`src/rtl/decrypt_scan_ctrl.sv`:
```
// Image scan sequencer: reads each pixel from source memory, passes it through
// the decrypt core handshake, and writes the result to destination memory.
module decrypt_scan_ctrl #(
    parameter int ADDR_W = 16,
    parameter int DATA_W = 8,
    parameter int NPIX   = 65536
) (
    input  logic              i_clk,
    input  logic              i_rst,
    input  logic              i_start,
    input  logic              i_abort,
    output logic              o_src_rd,
    output logic [ADDR_W-1:0] o_src_addr,
    input  logic [DATA_W-1:0] i_src_data,
    output logic              o_dec_req,
    output logic [DATA_W-1:0] o_dec_din,
    input  logic              i_dec_ack,
    input  logic [DATA_W-1:0] i_dec_dout,
    output logic              o_dst_we,
    output logic [ADDR_W-1:0] o_dst_addr,
    output logic [DATA_W-1:0] o_dst_data,
    output logic              o_busy,
    output logic              o_done,
    output logic [ADDR_W-1:0] o_pix_count
);

    localparam logic [ADDR_W-1:0] LAST_ADDR = ADDR_W'(NPIX - 1);

    typedef enum logic [2:0] {
        S_IDLE,
        S_READ,
        S_WAIT_RD,
        S_REQ,
        S_WRITE,
        S_DONE
    } state_t;

    state_t              r_state;
    logic [ADDR_W-1:0]   r_addr;
    logic [DATA_W-1:0]   r_hold;
    logic [DATA_W-1:0]   r_result;
    logic                r_src_rd;
    logic                r_dec_req;
    logic                r_dst_we;
    logic                r_busy;
    logic                r_done;

    // Strobes are registered alongside the transition into the state they belong to.
    always_ff @(posedge i_clk) begin
        if (i_rst) begin
            r_state   <= S_IDLE;
            r_addr    <= '0;
            r_hold    <= '0;
            r_result  <= '0;
            r_src_rd  <= 1'b0;
            r_dec_req <= 1'b0;
            r_dst_we  <= 1'b0;
            r_busy    <= 1'b0;
            r_done    <= 1'b0;
        end else begin
            r_src_rd  <= 1'b0;
            r_dec_req <= 1'b0;
            r_dst_we  <= 1'b0;
            r_done    <= 1'b0;
            if (i_abort && (r_state != S_IDLE)) begin
                r_state <= S_IDLE;
                r_busy  <= 1'b0;
            end else begin
                case (r_state)
                    S_IDLE: begin
                        if (i_start && !i_abort) begin
                            r_state  <= S_READ;
                            r_addr   <= '0;
                            r_src_rd <= 1'b1;
                            r_busy   <= 1'b1;
                        end
                    end
                    S_READ: begin
                        r_state <= S_WAIT_RD;
                    end
                    S_WAIT_RD: begin
                        r_hold    <= i_src_data;
                        r_state   <= S_REQ;
                        r_dec_req <= 1'b1;
                    end
                    S_REQ: begin
                        if (i_dec_ack) begin
                            r_result <= i_dec_dout;
                            r_state  <= S_WRITE;
                            r_dst_we <= 1'b1;
                        end else begin
                            r_dec_req <= 1'b1;
                        end
                    end
                    S_WRITE: begin
                        if (r_addr == LAST_ADDR) begin
                            r_state <= S_DONE;
                            r_done  <= 1'b1;
                        end else begin
                            r_addr   <= r_addr + 1'b1;
                            r_state  <= S_READ;
                            r_src_rd <= 1'b1;
                        end
                    end
                    S_DONE: begin
                        r_state <= S_IDLE;
                        r_busy  <= 1'b0;
                    end
                    default: begin
                        r_state <= S_IDLE;
                        r_busy  <= 1'b0;
                    end
                endcase
            end
        end
    end

    // A reset landing on a write cycle must not commit the pixel.
    assign o_dst_we    = r_dst_we & ~i_rst;
    assign o_src_rd    = r_src_rd;
    assign o_dec_req   = r_dec_req;
    assign o_done      = r_done;
    assign o_busy      = r_busy;
    assign o_src_addr  = r_addr;
    assign o_dst_addr  = r_addr;
    assign o_pix_count = r_addr;
    assign o_dec_din   = r_hold;
    assign o_dst_data  = r_result;

endmodule

```
`config.mk`:
```
export PLATFORM = sky130hd
export DESIGN_NAME = decrypt_scan_ctrl
export DESIGN_NICKNAME = d
export VERILOG_FILES = /design/src/rtl/decrypt_scan_ctrl.sv
export SDC_FILE = /design/constraint.sdc
export NUM_CORES = 1
export LEC_CHECK = 0
export CORE_UTILIZATION = 46
export DETAILED_ROUTE_END_ITERATION = 12
export PLACE_DENSITY = 0.86
export SYNTH_ARGS = -nofsm -noshare
export SYNTH_HDL_FRONTEND = slang
export SYNTH_SLANG_ARGS = --single-unit
```
`constraint.sdc`:
```
create_clock -name i_clk -period 5.4 [get_ports i_clk]
set_input_delay 0.81 -clock i_clk [delete_from_list [all_inputs] [get_ports i_clk]]
set_output_delay 0.81 -clock i_clk [all_outputs]
set_load 0.05 [all_outputs]
```
Word-level counts from Yosys, hierarchy flattened
Cells that the tools add are included.
{ "classes": {"add_sub_neg": 1, "n_eq_ne": 8, "bitwise": 6, "reduce_logical": 15, "muxes": 16} }
{ "op_table": {"columns": ["cell", "n"], "rows": [
  ["$mux 16", 2],
  ["$pmux 16 s2", 1],
  ["$add 16x1->16 const B", 1],
  ["$eq 16x16->1 const B", 1],
  ["$pmux 3 s5", 1],
  ["$mux 3", 3],
  ["$eq 3x2->1 const B", 2],
  ["$mux 1", 6],
  ["$ne 2x2->1 const B", 3],
  ["$pmux 1 s2", 3],
  ["$reduce_and 2->1", 3],
  ["$reduce_or 3->1", 2],
  ["$not 1->1", 5],
  ["$reduce_and 4->1", 1],
  ["$reduce_or 4->1", 1],
  ["$eq 3x1->1 const B", 1],
  ["$eq 3x3->1 const B", 1],
  ["$logic_not 3->1", 1],
  ["$reduce_and 3->1", 1],
  ["$reduce_bool 3->1", 1],
  ["$logic_and 1x1->1", 2],
  ["$reduce_bool 2->1", 1],
  ["$reduce_or 2->1", 1],
  ["$and 1x1->1", 1],
  ["$logic_not 1->1", 1]
]} }
{ "word_totals": {"input_bits": 21, "output_inout_bits": 69, "wordCells": 55, "ff_bits": 40} }

Depth between registers and ports, before layout
Gate-level depths: netlist (run 1).
{ "logic_depth": {"word_depth": 4, "depth_mapped": 6, "mapped_depth_nobuf": 6} }

Worst setup path after synthesis (run 1)
Ideal clock, no wire load.
{ "synth_path": {"kind": "input to output", "start": "input i_rst", "end": "output o_dst_we", "arrival_ns": 1.698, "stages": 2, "required_ns": 4.590, "setup_slack_ns": 2.892, "path_cell_list": "clkbuf_1 nor2b_1"} }
{ "synth_between": {"elab_chain_cells": 2} }
{ "synth_lines": {"columns": ["element", "line", "source"], "rows": [
  ["start, declared", "9", "input logic i_rst,"],
  ["$not 1->1", "119", "assign o_dst_we = r_dst_we & ~i_rst;"],
  ["$and 1x1->1", "119", null],
  ["end, declared", "19", "output logic o_dst_we,"]
]} }
Every way passes these cells.

Worst setup path after layout (run 1)
Same ends and word-level chain as after synthesis.

==> impl_results.md, run 1 <==
- Synth Register Bits: 40
- Avg Vias per Cell: between 5 and 6
- Worst path arrival time: approximately 2.4 ns
- Register area share after synthesis: between 30% and 40%
- Max-slew headroom at the worst pin: between 40 and 50%
- Final antenna diode count: 0
- Final critical-path share of the clock period: around three fifths
- Std cell rows: 24
- Max-slew violation count: 0
- Layout Nets: 324
- Aggregate global routing overflow: 0
- Unrepaired setup endpoints after global routing: no
- Buffers inserted by post-CTS timing repair: 0
- Total negative slack: 0 ns
- CTS-repair resized insts: 0
- CP Data Required Time: ~4.6 ns
- CTS root buf: clkbuf_8
- Detailed Route Iter0 Violations: between 150 and 200
- CTS tree: built
- Routed length per instance: between 10 and 15 um
- Worst path depth: 4
- Yosys Warn Count: 0
- IR drop worst, VDD: roughly 150 uV
- Most frequent cell on the critical path: clkdlybuf4s50_1
- Worst-case clock buffer depth: 2
- Layout cell share with drive strength beyond 1: under 10%
- Count of cells along the worst register-to-register path: 5
- Main combinational cell family by area after synthesis: simple AND/OR/NAND/NOR gates
- Compound-Gate Fraction of Synth Area: roughly 16%
- Width of the chip: 69.62 um
- Total wirelength of the detailed-routed design: 4966 um
- Number of max-cap violations: 0
- Biggest fanout along the worst timing path: 30
- Cell taking the most area after synthesis: dfxtp_1
- I/O Pins: 90
- R2R Setup Slk: ~3.4 ns
- Global-route usage over all layers: between 20% and 30%
- Initial standard-cell utilization of the core: between 40% and 50%
- P_leak: approximately 0.97 nW
- Placeable core area: between 0.004 and 0.005 sq mm
- Area used by multi-input combinational logic: about 0.001 sq mm
- Fraction of the mapped netlist area in adder cells: less than 1%
- Kind of end point of the critical path: primary output
- Most used flip-flop cell after synthesis: dfxtp_1
- Cell area after synthesis: between 0.002 and 0.0025 sq mm
- Nets in the synthesized netlist: ~270
- Final-report hold violation count: 0
- Crit-path leading delay family: buffers and inverters
- Multiplexer area fraction after synthesis: under 10%
- Clock H-tree levels: 2
- Clock slew at the register clock pins of the worst setup and hold paths: around 0.08 ns
- Power after layout: about 0.54 mW
- Vias: between 1500 and 2000
- Total iterations of the first detailed-routing run: 4
- Num CTS Buffers: 5
- Critical path class: in2out
- Crit path launch type: input pin
- XOR/XNOR Fraction of Synth Area: less than 1%
- CTS sink count: 40
- Synth Instances: around 250
- Height of the die: approximately 70 um
- Area share of the largest cell type after synthesis: between 30% and 40%
- Number of buffers added to fix hold violations after cts: 0
- Register Area: around 800 sq um
- Source-to-sink clock delay at the later pin of the worst-skew pair: 0.30 ns
- Setup skew after layout: roughly 0.01 ns
- Power density cells: ~190 mW/mm^2
- Setup violation total in the final timing report: 0
- Port Buf Inserts: 89
- Number of unique standard cell types used by synthesis: 50
- Die Footprint: between 0.004 and 0.005 sq mm
- Area overhead of the layout relative to synthesis: 36.17%
- Initial antenna violation count: 0
- Simple-gate area share of the yosys netlist: 25.94%
- Detailed placement HPWL: approximately 3700 um
- CP cell instances: clkdlybuf4s50_1, buf_4, nor2b_1, clkdlybuf4s50_1
- Cell with the largest stage delay on the worst path: clkdlybuf4s50_1
- Result of the run: complete, no violations
- Depth of the worst hold-timing path: 2
- Avg Inst Size Synth: approximately 8.6 sq um
- Top area cells in the synthesized netlist: dfxtp_1 38%, buf_4 12%, nand2_1 5.4%, a21oi_1 5.0%, mux2i_1 4.3%
- Timing-limited maximum frequency: about 0.31 GHz
- Placer Congestion: 0.9120
- Slew at the pin closest to its max-slew limit: between 0.8 and 0.9 ns
- Pin count of the biggest net entering global routing: 31
- Final ANT Viol Nets: 0
- Number of synthesized flops with an enable pin: 0
- Via count of the first global-routing pass: between 1500 and 2000
- Maximum single-stage delay on the critical path: about 0.80 ns
- Buffer and inverter count on the worst path: 3
- Worst min-delay path category: reg2reg
- Proportion of synthesized flip-flops having asynchronous set or reset: 0%
- DRC violation count after routing: 0
- Wire length of the first global-routing pass: ~8300 um
- Fillers: around 370
- Minimum clock period after layout: between 3 and 4 ns
-- kinds of logic (layout without fill, tap and decap cells) --
group | count (synthesis) | in the layout
adders and majority gates | 1 | 1
DFF | 40 | 40
buffers and inverters | 44 | 101
and+or+nand+nor | 97 | 97
AOI/OAI and AO/OA | 52 | 52
xor gates and xnor gates | 1 | 1
muxes | 10 | 10
-- per-stage QoR --
step / area [sq um] / setup WS, ns / cells / util [%] / hold WS, ns
2_1_floorplan: 2103 / 2.892 / 245 / - / 0.5749
3_3_place_gp: 2783 / 2.213 / 347 / 63.47 / 0.4408
3_5_place_dp: 2783 / 2.221 / 347 / 63.47 / 0.4481
4_1_cts: 2864 / 2.221 / 354 / 65.33 / 0.4584
5_1_grt: 2864 / 2.171 / 354 / 65.33 / 0.4937
6_report: 2864 / 2.220 / 354 / 65.33 / 0.4546
-- cell usage after synthesis (all sizes together), types with 3 or more instances --
master,count
dfxtp,40
buf,36
nand2,30
a21oi,21
nor2,18
o21ai,10
mux2i,9
nand3,9
nor3,9
and3,6
a21o,4
clkbuf,4
inv,4
nor4,4
or3,4
or4,4
and4,3
nand4,3
o31ai,3
-- power by group --
group / switching (mW) / total, mW / internal (mW)
clock: 0.103 / 0.191 / 0.0874
sequential: 0.00292 / 0.300 / 0.297
combinational: 0.0234 / 0.0451 / 0.0217
-- sequential cells by signal, summed over array words and instances, names as in the netlist --
register    flops
o_done          1
o_dst_addr     16
o_dec_req       1
o_busy          1
o_dst_data      8
r_state         3
o_src_rd        1
o_dec_din       8
r_dst_we        1
-- routing by layer --
| metal | GRT usage (%) | vias up | routed length [um] |
|---|---|---|---|
| met1 | 27.49 | 936 | 2110 |
| li1 | - | 967 | - |
| met4 | 8.667 | 0 | 113 |
| met2 | 34.20 | 72 | 2442 |
| met3 | 4.797 | 15 | 299 |
| met5 | 0 | - | 0 |
-- cell type report --
cell class	instances	share of cell area (%)
multi-input combinational	161	35.04
timing repair buffer	90	31.37
sequential	40	27.96
clock buffer	5	2.403
tap	52	2.272
inverter	4	0.5242
clock inverter	2	0.4369
-- worst reg2reg max path, cell delays in order (launching register included) --
cell and delay [ns]:
dfxtp_1 0.43, ha_1 0.30, nand4_2 0.23, nor4_1 0.67
o2111ai_1 0.20, o21ai_0 0.11
-- worst paths after layout --
kind                       from       endpoint
setup / recovery          i_rst       o_dst_we
hold / removal     o_dec_din[4]   o_dec_din[4]
setup reg to reg  o_dst_addr[1]  o_dst_addr[2]
hold reg to reg    o_dec_din[4]   o_dec_din[4]
-- cells in the final DEF, fill, tap and decap left out, types with 3 or more instances in the layout --
cell type        Yosys  final
a21o_1               3      3
a21oi_1             21     21
and3_1               3      3
and3_2               3      3
clkbuf_8             0      5
clkdlybuf4s50_1      0     89
dfxtp_1             40     40
inv_1                4      4
mux2i_1              9      9
nand2_1             30     30
nand3_1              9      9
nor2_1              16     16
nor3_1               8      8
nor4_1               3      3
o21ai_0              8      8
o31ai_1              3      3
or3_1                3      3
or4_1                4      4
Power figures use the tool's default switching activity.
==> inputs of run 2 (changes only) <==
--- a/config.mk
+++ b/config.mk
@@ -5,9 +5,9 @@
 export SDC_FILE = /design/constraint.sdc
 export NUM_CORES = 1
 export LEC_CHECK = 0
-export CORE_UTILIZATION = 46
+export CORE_UTILIZATION = 38
 export DETAILED_ROUTE_END_ITERATION = 12
-export PLACE_DENSITY = 0.86
+export PLACE_DENSITY = 0.76
 export SYNTH_ARGS = -nofsm -noshare
 export SYNTH_HDL_FRONTEND = slang
 export SYNTH_SLANG_ARGS = --single-unit
==> constraint.sdc (replaced) <==
create_clock -name i_clk -period 2.9 [get_ports i_clk]
set_input_delay 0.435 -clock i_clk [delete_from_list [all_inputs] [get_ports i_clk]]
set_output_delay 0.435 -clock i_clk [all_outputs]
set_load 0.05 [all_outputs]
==> run 2 against run 1 <==
  * Utilization is 8.4 points lower
  * Sequential share of layout area is 0.94 points lower
  * Die area is 20% higher
  * Sequential power is 86% higher
  * Clock power grew to 2.6 times the previous value
  * Combinational power is 98% higher
  * Sequential cell count stayed put
  * Largest power group unchanged
  * Global-route usage is 3.1 points lower
  * Power is 110% higher
  * Final area is 3.5% higher
  * Critical path depth stayed put
  * Critical endpoint unchanged
  * Via count is 1.6% higher
==> impl_results.md, run 2 (same netlist as run 1, synthesis figures left out) <==
- Result of the run: complete, no violations
- Portion of total power attributed to sequential cells: approximately half
- Timing-limited maximum frequency: roughly 0.46 GHz
- Final Hold Slack: approximately 0.46 ns
- Combinational group share of total power: approximately 7.8%
- Layout cell share with drive strength beyond 1: slightly below 9%
- Vias: about 2000
- Cell with the largest stage delay on the worst path: clkdlybuf4s50_1
- Source-to-sink clock delay at the later pin of the worst-skew pair: ~0.29 ns
- Fillers: a little under 500
- Total iterations of the first detailed-routing run: 6
- Internal Power: about 0.9 mW
- Setup skew after layout: between 0.006 and 0.007 ns
- Area used by multi-input combinational logic: 0.001003 sq mm
- CTS tree: built
- Cell area reported after detailed placement: 0.002838 sq mm
- Worst path arrival time: between 1.5 and 2 ns
- Register Area: 800.8 sq um
- Detailed Route Iter0 Violations: between 200 and 250
- DRC violation count after routing: 0
- Aggregate global routing overflow: 0
- Worst min-delay path category: reg2reg
- Biggest fanout along the worst timing path: 11
- Commonest non-fill, non-tap cells in the layout: 88 x clkdlybuf4s50_1, 40 x dfxtp_1, 30 x nand2_1, 21 x a21oi_1, 16 x nor2_1
- Most common cell after layout, fill and taps aside: clkdlybuf4s50_1
- Initial standard-cell utilization of the core: around two fifths
- Setup violation total in the final timing report: 0
- Final critical-path share of the clock period: 75.54%
- Die Footprint: 0.005836 sq mm
- Net load switching power: ~0.25 mW
- Final-report hold violation count: 0
- Maximum single-stage delay on the critical path: roughly 0.62 ns
- CTS sink count: 40
- Slew at the pin closest to its max-slew limit: 0.6586 ns
- Initial antenna violation count: 0
- Switching part of the total: 21.50%
- Num CTS Buffers: 5
- Minimum clock period after layout: between 2 and 2.5 ns
- Kind of end point of the critical path: primary output
- Layout Nets: ~330
- Worst-case clock buffer depth: 2
- Placed cells: about 370
- Max-slew violation count: 0
- Post-route non-filler standard cell count: approximately 380
- Unrepaired setup endpoints after global routing: no
- Clock H-tree levels: 2
- Final design instance area without fill: 0.002964 sq mm
- Placeable core area: 0.005205 sq mm
- Global-route usage over all layers: 18.16%
- CP Data Required Time: about 2.5 ns
- IR drop worst, VDD: 385.1 uV
- Buffers inserted by post-CTS timing repair: 0
- Wire length of the first global-routing pass: 8569 um
- Width of the chip: between 70 and 80 um
- Power density cells: just under 400 mW/mm^2
- Critical path class: in2out
- Routed length per instance: roughly 14 um
- Number of max-cap violations: 0
- P_leak: between 1 and 1.5 nW
- Total wirelength of the detailed-routed design: 5407 um
- Via count of the first global-routing pass: ~1800
- Part of the total power dissipated in the clock network: between 40 and 50%
- Clock slew at the register clock pins of the worst setup and hold paths: 0.07 ns
- Std cell rows: 26
- I/O Pins: 90
- Detailed placement HPWL: a little under 4000 um
- Max-slew headroom at the worst pin: a little under three fifths
- Final antenna diode count: 0
- Total negative slack: 0 ns
- Final ANT Viol Nets: 0
- Height of the die: 76.40 um
- Area overhead of the layout relative to synthesis: 40.93%
- Port Buf Inserts: 89
- Placer Congestion: roughly 0.90
- Number of buffers added to fix hold violations after cts: 0
- CTS-repair resized insts: 0
- Pin count of the biggest net entering global routing: 13
- Largest register FFs: 16
- CP cell instances: clkdlybuf4s50_1, buf_4, nor2b_1, buf_12
- Crit path launch type: input pin
- CTS root buf: clkbuf_8
- Avg Vias per Cell: approximately 5.4
-- run 2: worst max-delay path, delay by kind of cell --
kind	cells	cell delay, ns
and+or+nand+nor	1	0.23
buffers and inverters	3	1.09
-- run 2: final cells by class --
cell class                 count  share of cell area, %
clock buffer                   7                  3.250
clock inverter                 1                  1.013
tap                           70                  2.955
inverter                       4                 0.5065
timing repair buffer          93                  31.41
multi-input combinational    161                  33.85
sequential                    40                  27.02
-- run 2: stage by stage --
| stage | setup WS, ns | util [%] | total power [mW] |
|---|---|---|---|
| 5_1_grt | 0.6173 | 56.95 | 1.178 |
| 2_1_floorplan | 0.8554 | - | 0.6135 |
| 4_1_cts | 0.7157 | 56.95 | 1.151 |
| 3_5_place_dp | 0.6833 | 54.52 | 0.6581 |
| 3_3_place_gp | 0.7228 | 54.52 | 0.6570 |
| 6_report | 0.7093 | 56.95 | 1.145 |
-- run 2: power groups by stage --
stage               Clock (mW)  Combinational (mW)  Sequential (mW)
floorplan                    0              0.0341            0.579
global placement             0              0.0859            0.571
detailed placement           0              0.0870            0.571
CTS                      0.505              0.0883            0.558
global route             0.525              0.0942            0.559
finish                   0.498              0.0891            0.559
-- run 2: final timing paths --
path / from / end / slack, ns / depth (start not counted)
worst min register to register: o_dec_din[0] / o_dec_din[0] / 0.46 / 2
worst max-delay path: i_rst / o_dst_we / 0.71 / 4
worst max register to register: o_dst_addr[1] / o_dst_addr[2] / 0.89 / 5
worst min-delay path: o_dec_din[0] / o_dec_din[0] / 0.46 / 2
-- run 2: routing by layer --
layer	vias to the layer above	part of all wire [%]	global-route usage, %
li1	969	-	-
met1	972	45	23.08
met2	74	49	29.64
met3	6	4.8	3.713
met4	0	1.8	7.885
met5	-	0	0
==> inputs of run 3 (changes only) <==
==> constraint.sdc (replaced) <==
create_clock -name i_clk -period 2 [get_ports i_clk]
set_input_delay 0.3 -clock i_clk [delete_from_list [all_inputs] [get_ports i_clk]]
set_output_delay 0.3 -clock i_clk [all_outputs]
set_load 0.05 [all_outputs]
==> run 3 against run 2 <==
  * Routed wire length grew 1.6%
  * Critical path type is now reg2out
  * Critical endpoint is now o_pix_count[15]
  * Final cell count increased by 6.4%
  * Sequential cell count stayed put
  * Sequential share of layout area down 1.3 points
  * Global-route usage rose by 1.5 points
  * Count of clock-buffer cells in the layout down 1
  * Highest routed layer unchanged
  * Critical path depth shrank 3
==> impl_results.md, run 3 (same netlist as run 1, synthesis figures left out) <==
- Final antenna diode count: 0
- Port Buf Inserts: ~90
- Placeable core area: between 0.005 and 0.006 sq mm
- Buffers inserted by post-CTS timing repair: 0
- Clock slew at the register clock pins of the worst setup and hold paths: roughly 0.080 ns
- Timing-limited maximum frequency: 0.5176 GHz
- Commonest non-fill, non-tap cells in the layout: 82 x clkdlybuf4s50_1, 36 x dfxtp_1, 34 x buf_4, 30 x nand2_1, 21 x a21oi_1
- Critical path class: reg2out
- Setup violation total in the final timing report: 0
- Post-layout worst setup margin: 0.06790 ns
- Detailed Route Iter0 Violations: 150
- Crit path launch type: flop
- DRC violation count after routing: 0
- Count of cells along the worst register-to-register path: 5
- Result of the run: complete, no violations
- Global-route usage over all layers: 19.64%
- Crit-path leading delay family: buffers and inverters
- I/O Pins: 90
- R2R Setup Slk: roughly 0.13 ns
- Routed length per instance: about 14 um
- Net load switching power: 0.3761 mW
- Switching part of the total: a little under a quarter
- Std cell rows: 26
- Kind of end point of the critical path: primary output
- CP Data Required Time: roughly 1.7 ns
- CTS tree: built
- IR drop worst, VDD: about 380 uV
- Combinational group share of total power: under 10%
- Die Footprint: a little under 0.006 sq mm
- Part of the total power dissipated in the clock network: between 40 and 50%
- Setup skew after layout: approximately 0.0074 ns
- Post-placement setup slack: ~0.04 ns
- Initial antenna violation count: 0
- Final Hold Slack: approximately 0.46 ns
- Pin count of the biggest net entering global routing: 17
- Final design instance area without fill: 0.003132 sq mm
- Fin util: about 60%
- Cell with the largest stage delay on the worst path: clkdlybuf4s50_1
- Maximum single-stage delay on the critical path: around 0.86 ns
- P_leak: 1.152 nW
- Portion of total power attributed to sequential cells: approximately half
- Buffer and inverter count on the worst path: 1
- Width of the chip: roughly 76 um
- Height of the die: about 76 um
- CTS sink count: 40
- Unrepaired setup endpoints after global routing: no
- Biggest fanout along the worst timing path: 8
- Wire length of the first global-routing pass: 9177 um
- CP cell instances: clkdlybuf4s50_1
- HP Start: o_dec_din[5]
- Terminus of the critical flop-to-flop path: o_dst_addr[0]
- Cell area reported after detailed placement: approximately 0.0030 sq mm
- Final ANT Viol Nets: 0
- Power density cells: between 500 and 600 mW/mm^2
- Most common cell after layout, fill and taps aside: clkdlybuf4s50_1
- Worst min-delay path endpoint: o_dec_din[5]
- CTS root buf: clkbuf_8
- Layout cell share with drive strength beyond 1: a little under a fifth
- Source-to-sink clock delay at the later pin of the worst-skew pair: around 0.29 ns
- Largest register FFs: 16
- Max-slew headroom at the worst pin: between 60 and 70%
- Worst min-delay path category: reg2reg
- Aggregate global routing overflow: 0
- Total iterations of the first detailed-routing run: 4
- Placer Congestion: ~0.86
- Startpoint of the lowest-slack register-to-register path: o_dst_addr[12]
- Internal Power: around 1.3 mW
- Worst-case clock buffer depth: 2
- Layout Nets: around 350
- Clock H-tree levels: 2
- Total negative slack: 0 ns
- Minimum clock period after layout: roughly 1.9 ns
- Area overhead of the layout relative to synthesis: 48.90%
- Number of max-cap violations: 0
- Slew at the pin closest to its max-slew limit: roughly 0.53 ns
- Final critical-path share of the clock period: around 97%
- Initial standard-cell utilization of the core: about two fifths
- Detailed placement HPWL: around 4200 um
- Depth of the worst hold-timing path: 2
- Final-report hold violation count: 0
- Max-slew violation count: 0
- Avg Vias per Cell: around 5.2
- Vias: roughly 2100
- Via count of the first global-routing pass: around 1900
- Total wirelength of the detailed-routed design: ~5500 um
- Worst path arrival time: about 1.6 ns
- Num CTS Buffers: 5
[run 3: changes by cell type in the layout (fill, tap and decap cells not counted), moves of 4 or more]
cell,before,now
dfxtp_2,0,4
dfxtp_1,40,36
clkdlybuf4s50_1,88,82
buf_4,4,34
[run 3: power groups by stage]
stage	logic [mW]	clock network (mW)	registers [mW]
after floorplan	0.0494	0	0.840
after global placement	0.143	0	0.825
after detailed placement	0.145	0	0.825
after CTS	0.145	0.713	0.806
after global routing	0.158	0.750	0.807
final	0.146	0.708	0.806
[run 3: worst max-delay path by stage]
stage	startpoint	to	depth (start not counted)
2_1_floorplan	o_dst_addr[6]	o_dst_addr[0]	5
3_3_place_gp	i_abort	o_dst_addr[13]	6
3_5_place_dp	i_abort	o_dst_addr[15]	6
4_1_cts	o_dst_addr[15]	o_pix_count[15]	1
5_1_grt	o_dst_addr[15]	o_dst_addr[15]	1
6_report	o_dst_addr[15]	o_pix_count[15]	1
[run 3: routing by layer]
layer	GRT usage [%]	wire (um)	up-vias
met5	0	0	-
met4	8.077	104	0
met3	4.311	338	8
met2	31.53	2599	84
met1	25.41	2452	959
li1	-	-	1017
[run 3: timing repair]
item,in CTS,in global routing
hold endpoints to repair,0,0
endpoints found under the setup margin,0,1
hold buffers,0,0
resized for setup,0,1
[run 3: tightest hold or removal path: cells and delay by family, from the launching register on]
family / cells / cell delay [ns]
flops: 1 / 0.32
simple gates: 1 / 0.05
compound gates: 1 / 0.05
[run 3: cell type report]
class | instances | area, sq um
clock buffer | 6 | 82.58
clock inverter | 2 | 38.79
fill | 469 | 2073
inverter | 4 | 15.01
multi-input combinational | 161 | 1006
sequential | 40 | 805.8
tap | 70 | 87.58
timing repair buffer | 117 | 1096
[run 3: per-stage QoR]
stage | power, mW | instances
finish | 1.660 | 400
global placement | 0.9680 | 392
global route | 1.715 | 400
detailed placement | 0.9699 | 392
CTS | 1.664 | 400
floorplan | 0.8894 | 245
